`src/rtl/fifo_rd_ctrl_pkg.sv`:
```
// Shared definitions for the FIFO read-side controller: FSM encoding and default sizing.
package fifo_rd_ctrl_pkg;

  typedef enum logic [1:0] {
    StIdle     = 2'b00,
    StPop      = 2'b01,
    StWaitBusy = 2'b10,
    StWaitDone = 2'b11
  } state_e;

  localparam int unsigned DefDataWidth     = 8;
  localparam int unsigned DefTimeoutCycles = 32;

endpackage

```
`src/rtl/fifo_rd_ctrl_tmo.sv`:
```
// Handoff timeout counter: counts enabled cycles and flags expiry on the last allowed one.
module fifo_rd_ctrl_tmo
  import fifo_rd_ctrl_pkg::*;
#(
  parameter int unsigned TIMEOUT_CYCLES = DefTimeoutCycles
) (
  input  logic rclk,
  input  logic rrst_n,
  input  logic cnt_en,
  input  logic cnt_clr,
  output logic expire
);

  logic [7:0] cnt_q, cnt_d;

  // Clear has priority so a new wait always starts from zero.
  always_comb begin
    cnt_d = cnt_q;
    if (cnt_clr) begin
      cnt_d = '0;
    end else if (cnt_en) begin
      cnt_d = cnt_q + 8'd1;
    end
  end

  // Counter register.
  always_ff @(posedge rclk or negedge rrst_n) begin
    if (!rrst_n) begin
      cnt_q <= '0;
    end else begin
      cnt_q <= cnt_d;
    end
  end

  // Fires during the TIMEOUT_CYCLES-th counted cycle, so the abort lands on the following edge.
  assign expire = cnt_en && (cnt_q == 8'(TIMEOUT_CYCLES - 1));

endmodule

```
`src/rtl/fifo_rd_ctrl.sv`:
```
// FIFO read-side controller: pops one word at a time and hands it to a serial transmitter.
// Optional handoff timeout enabled by defining FIFO_RD_CTRL_TIMEOUT_EN.
module fifo_rd_ctrl
  import fifo_rd_ctrl_pkg::*;
#(
  parameter int unsigned DATA_WIDTH     = DefDataWidth,
  parameter int unsigned TIMEOUT_CYCLES = DefTimeoutCycles
) (
  input  logic                  rclk,
  input  logic                  rrst_n,
  input  logic                  ctrl_en,
  input  logic                  rempty,
  input  logic [DATA_WIDTH-1:0] rdata,
  output logic                  rinc,
  output logic [DATA_WIDTH-1:0] tx_data,
  output logic                  tx_valid,
  input  logic                  tx_busy,
  input  logic                  err_clr,
  output logic                  timeout_err
);

  state_e                state_q, state_d;
  logic [DATA_WIDTH-1:0] tx_data_q, tx_data_d;
  logic                  armed_q;
  logic                  tmo_expire;

  // Next-state logic; the head word is captured only on the IDLE->POP edge.
  always_comb begin
    state_d   = state_q;
    tx_data_d = tx_data_q;
    unique case (state_q)
      StIdle: begin
        // armed_q holds off the first pop until the second edge after reset release
        if (armed_q && ctrl_en && !rempty && !tx_busy) begin
          state_d   = StPop;
          tx_data_d = rdata;
        end
      end
      StPop: state_d = StWaitBusy;
      StWaitBusy: begin
        if (tx_busy) begin
          state_d = StWaitDone;
        end else if (tmo_expire) begin
          state_d = StIdle;
        end
      end
      StWaitDone: begin
        if (!tx_busy) begin
          state_d = StIdle;
        end
      end
      default: state_d = StIdle;
    endcase
  end

  // State, data and arm registers.
  always_ff @(posedge rclk or negedge rrst_n) begin
    if (!rrst_n) begin
      state_q   <= StIdle;
      tx_data_q <= '0;
      armed_q   <= 1'b0;
    end else begin
      state_q   <= state_d;
      tx_data_q <= tx_data_d;
      armed_q   <= 1'b1;
    end
  end

  // Outputs decode straight from the state register so reset clears them asynchronously.
  assign rinc     = (state_q == StPop);
  assign tx_valid = (state_q == StPop) || (state_q == StWaitBusy);
  assign tx_data  = tx_data_q;

`ifdef FIFO_RD_CTRL_TIMEOUT_EN
  logic timeout_err_q, timeout_err_d;

  fifo_rd_ctrl_tmo #(
    .TIMEOUT_CYCLES(TIMEOUT_CYCLES)
  ) u_tmo (
    .rclk    (rclk),
    .rrst_n  (rrst_n),
    .cnt_en  ((state_q == StWaitBusy) && !tx_busy),
    .cnt_clr (state_q != StWaitBusy),
    .expire  (tmo_expire)
  );

  // Sticky error; a timeout in the same cycle as a clear wins.
  always_comb begin
    timeout_err_d = timeout_err_q;
    if (err_clr) begin
      timeout_err_d = 1'b0;
    end
    if (tmo_expire) begin
      timeout_err_d = 1'b1;
    end
  end

  // Error flag register.
  always_ff @(posedge rclk or negedge rrst_n) begin
    if (!rrst_n) begin
      timeout_err_q <= 1'b0;
    end else begin
      timeout_err_q <= timeout_err_d;
    end
  end

  assign timeout_err = timeout_err_q;
`else
  logic       unused_err_clr;
  logic [7:0] unused_tmo_cfg;

  assign tmo_expire     = 1'b0;
  assign timeout_err    = 1'b0;
  assign unused_err_clr = err_clr;
  assign unused_tmo_cfg = 8'(TIMEOUT_CYCLES);
`endif

endmodule

```
`config.mk`:
```
export PLATFORM = sky130hd
export DESIGN_NAME = fifo_rd_ctrl
export DESIGN_NICKNAME = d
export VERILOG_FILES = /design/src/rtl/fifo_rd_ctrl_pkg.sv /design/src/rtl/fifo_rd_ctrl_tmo.sv /design/src/rtl/fifo_rd_ctrl.sv
export SDC_FILE = /design/constraint.sdc
export NUM_CORES = 1
export LEC_CHECK = 0
export CORE_MARGIN = 5
export CORE_UTILIZATION = 39
export CTS_CLUSTER_SIZE = 28
export DETAILED_ROUTE_END_ITERATION = 7
export GPL_TIMING_DRIVEN = 0
export PLACE_DENSITY = 0.76
export SLEW_MARGIN = 20
export SYNTH_ARGS = -nofsm -noshare
export SYNTH_HDL_FRONTEND = slang
export SYNTH_SLANG_ARGS = --single-unit
```
`constraint.sdc`:
```
create_clock -name rclk -period 2.1 [get_ports rclk]
set_input_delay 0.315 -clock rclk [delete_from_list [all_inputs] [get_ports rclk]]
set_output_delay 0.315 -clock rclk [all_outputs]
set_load 0.005 [all_outputs]
```
== Yosys cells after proc, flatten, opt, wreduce, memory -nomap -nowiden ==
Cells that the tools add are included.

* Multiplexer cells: 4
* Equal/unequal tests: 6
* Reductions and logical operators: 9

{| class="wikitable"
|+ Operators with widths
! kind !! count
|-
| $pmux W2 S4 || 1
|-
| $mux W2 || 3
|-
| $ne A2 B2 Y1 const B || 3
|-
| $eq A2 B2 Y1 const B || 2
|-
| $logic_and A1 B1 Y1 || 3
|-
| $reduce_and A3 Y1 || 1
|-
| $eq A2 B1 Y1 const B || 1
|-
| $logic_not A1 Y1 || 2
|-
| $logic_not A2 Y1 || 1
|-
| $reduce_and A2 Y1 || 1
|-
| $logic_or A1 B1 Y1 || 1
|}

* Output and inout bits: 11
* Logic and storage cells: 22
* Register bits: 11

== Longest topological paths before layout ==
Gate-level depths: netlist (run 1).

* Depth in word-level cells: 5
* Depth in mapped cells: 6
* Mapped depth without buffers: 5

== Least setup slack after synthesis (run 1) ==
Ideal clock, no wire load.

* Path type: register to register
* From: register state_q[0]
* To: register state_q[1]
* Required time: 1.975 ns
* Arrival time: 1.416 ns
* Cell stages (with the launch flop): 6
* Buffers on the path: 0
* Clock period less this slack: 1.540 ns
* Path slack: 0.560 ns
* Path through: dfrtp_1 inv_1 ha_1 and2b_1 a221oi_1 mux2_2

* Longest elaborated chain between the ends: 3
* Elaborated cells between the ends (all ways): 9
* Classes of those cells: eq/ne (6); mux (1); reduce/logical (2)

{| class="wikitable"
|+ RTL lines
! item !! RTL line !! RTL
|-
| start: declaration || fifo_rd_ctrl.sv:22 || <nowiki>state_e state_q, state_d;</nowiki>
|-
| start signal: assignment || fifo_rd_ctrl.sv:59 || <nowiki>state_q <= StIdle;</nowiki>
|-
| start signal: assignment || fifo_rd_ctrl.sv:63 || <nowiki>state_q <= state_d;</nowiki>
|-
| $eq A2 B2 Y1 / $logic_not A2 Y1 (equally long branches) || fifo_rd_ctrl.sv:31 || <nowiki>unique case (state_q)</nowiki>
|-
| $ne A2 B2 Y1 (no source line) || - ||
|-
| $reduce_and A3 Y1 (no source line) || - ||
|}

Several ways; a longest one is shown, not always the timed one.
A chain may end at the register's enable or synchronous reset.

== Worst setup path in the final report (run 1) ==
* From: register state_q[0]
* To: output port tx_valid

* Longest elaborated chain between the ends: 2
* Elaborated cells between the ends (all ways): 3
* Classes of those cells: eq/ne (2); reduce/logical (1)

{| class="wikitable"
|+ RTL lines
! item !! RTL line !! RTL
|-
| $eq A2 B1 Y1 / $eq A2 B2 Y1 (equally long branches) || fifo_rd_ctrl.sv:71 || <nowiki>assign tx_valid = (state_q == StPop) || (state_q == StWaitBusy);</nowiki>
|-
| $logic_or A1 B1 Y1 * || fifo_rd_ctrl.sv:71 ||
|-
| end: declaration || fifo_rd_ctrl.sv:16 || <nowiki>output logic tx_valid,</nowiki>
|}

Mark *: on every way between the ends. The rest lies on a longest branch, timed or not.

==> results of run 1 <==
worst max-delay path, delay by kind of cell (launching register included):
family | cells | cell delay, ps
adders and majority gates | 1 | 300
DFF | 1 | 400
buffers and inverters | 2 | 590
kinds of logic after synthesis:
logic type / Yosys count / synth area share (%)
mux: 9 / 23.4
flops: 11 / 49.1
buf+inv: 5 / 5.36
compound gates: 3 / 4.47
other cells: 2 / 1.34
simple gates: 4 / 5.13
fa+ha+maj: 5 / 11.2
worst max-delay path by stage:
stage                                start                      to  slack [ps]
finish              state_q[0]$_DFFE_PN0P_                tx_valid         240
global route        state_q[0]$_DFFE_PN0P_                tx_valid         160
CTS                 state_q[0]$_DFFE_PN0P_                tx_valid         210
detailed placement                 tx_busy  state_q[1]$_DFFE_PN0P_         180
global placement                   tx_busy  state_q[1]$_DFFE_PN0P_         210
floorplan           state_q[0]$_DFFE_PN0P_  state_q[1]$_DFFE_PN0P_         560
state kept, by name, summed over array words and instances (netlist names):
name	count
armed_q	1
state_q	2
tx_data	8
placed cells by master, fill, tap and decap left out:
master	instances
buf_4	1
mux2_4	8
a2bb2oi_1	1
mux2_2	1
or2_1	1
inv_1	3
and2b_1	1
clkbuf_1	1
a211oi_1	1
conb_1	2
nand2_1	1
buf_6	1
clkdlybuf4s50_1	22
nand4bb_1	1
clkbuf_4	3
ha_1	5
dfrtp_1	11
a221oi_1	1
where the power goes:
part | switching, mW | internal, mW | total [mW]
clock | 0.0685 | 0.0736 | 0.142
sequential | 0.0660 | 0.313 | 0.379
combinational | 0.156 | 0.381 | 0.537
total | 0.291 | 0.767 | 1.06
metrics by stage:
step / setup slack (ps) / util (%) / std cells
3_5_place_dp: 179 / 59.9 / 76
3_3_place_gp: 207 / 59.9 / 76
6_report: 237 / 61.9 / 80
5_1_grt: 161 / 61.9 / 80
4_1_cts: 215 / 61.9 / 80
2_1_floorplan: 560 / - / 39
routing by layer:
layer	GRT usage, %	part of all wire [%]	up-vias
li1	-	-	180
met1	11.6	44	159
met2	15.6	39	21
met3	4.51	13	5
met4	9.68	3.5	0
met5	0	0	-
cell type report:
type / count / area share (%)
multi-input combinational: 23 / 30.9
inverter: 3 / 1.36
sequential: 11 / 33.3
timing repair buffer: 22 / 26.7
tap: 15 / 2.27
clock buffer: 4 / 3.18
buffer: 2 / 2.27
==> results.json, run 1 <==
{
  "critPathArrivalTime_ps": 1550,
  "cts_tree": "done",
  "cts-root-buf": "clkbuf_4",
  "path_cells": "inv_1, ha_1, clkdlybuf4s50_1",
  "ant_nets": 0,
  "rows": 13,
  "rr_worst_depth": 5,
  "critPathLaunchType": "flop",
  "yosysTopAreaCellShare_pct": 49.1,
  "placed_cell_area_um2": 800,
  "hold_viol": 0,
  "vias_per_cell": 4.56,
  "yosys-top-cells-area": "dfrtp_1 (49%), mux2_4 (21%), ha_1 (11%)",
  "post_cts_buffers": 0,
  "synth_cells": 39,
  "fin_setup_tns_ps": 0,
  "leakage_nw": 0.403,
  "critical-path-slowest-cell": "clkdlybuf4s50_1",
  "grt_use_total_pct": 10.7,
  "seqCellArea_um2": 275,
  "yosysSeqAreaShare_pct": 49.1,
  "async_reset_ff_share_pct": 100,
  "synth_nets": 58,
  "overflow": 0,
  "max_stage_delay_ps": 500,
  "syn_avg_cell_area_um2": 14.4,
  "ios": 25,
  "numPortBuffers": 22,
  "rr_endpoint": "state_q[1]$_DFFE_PN0P_",
  "setup-violations-final": 0,
  "htree_levels": 1,
  "numCtsBuffers": 3,
  "synth_edf_count": 0,
  "yosysMostFrequentCell": "dfrtp_1",
  "hold-worst-slack_ps": 361,
  "cp_max_fo": 4,
  "grt_max_degree": 12,
  "design_area_um2": 826,
  "drc": 0,
  "yosysUniqueCellTypes": 15,
  "ys.flop_type": "dfrtp_1",
  "period_share_pct": 88.7,
  "die_w_um": 47.9,
  "layout-drive-gt1-share_pct": 21.5,
  "dieHeight_um": 47.9,
  "post_cts_resized": 0,
  "syn_area_um2": 561,
  "clkSinkCount": 11,
  "core_um2": 1330,
  "dieArea_um2": 2300,
  "r2r-start": "state_q[0]$_DFFE_PN0P_",
  "clk_pin_slew_worst_paths_ps": 70,
  "total_power_mw": 1.06,
  "drt-initial-drc-count": 2,
  "slew_viol_final": 0,
  "cp-end-kind": "output port",
  "ctsHoldBuffers": 0,
  "wirelength_um": 1010,
  "ir_drop_mv": 0.604,
  "skew_ps": 5.87,
  "timing.fmax_ghz": 0.537,
  "first_pass_iters": 2,
  "synth.cells.most_frequent": "dfrtp_1 (11), mux2_4 (8), ha_1 (5)",
  "crit_type": "flop to output port",
  "multi_input_area_um2": 255,
  "ys_ff_latch": 11,
  "n_fill_cell": 124,
  "diodes": 0,
  "fin_nets": 85,
  "powerDensity_nw_per_um2": 1280,
  "area_growth_pct": 47.3,
  "synth_top_area_cell": "dfrtp_1",
  "insertion_delay_ps": 270,
  "grt_pass1_vias": 375,
  "min_path_type": "input port to asynchronous set/reset pin",
  "cap_violations": 0,
  "min_period_ps": 1860,
  "worst-r2r-setup-slack_ps": 450,
  "clock_path_buffers": 2,
  "antenna_found_initial": 0,
  "critical_path_required_ps": 1780,
  "run_status": "finished clean",
  "yosys_warnings": 0,
  "grt_setup_unrepaired": "no",
  "start_util_pct": 42.0,
  "wl_per_cell_um": 12.6,
  "globalplace.congestion": 0.709,
  "grt_pass1_wl_um": 1550,
  "vias": 365
}
(Power assumes the default switching activity.)
==> run 2, diff against run 1 <==
Settings changed: SLEW_MARGIN 20 to not set.
==> results of run 2 <==
No change in the layout: final DEF, timing and power equal those of run 1.
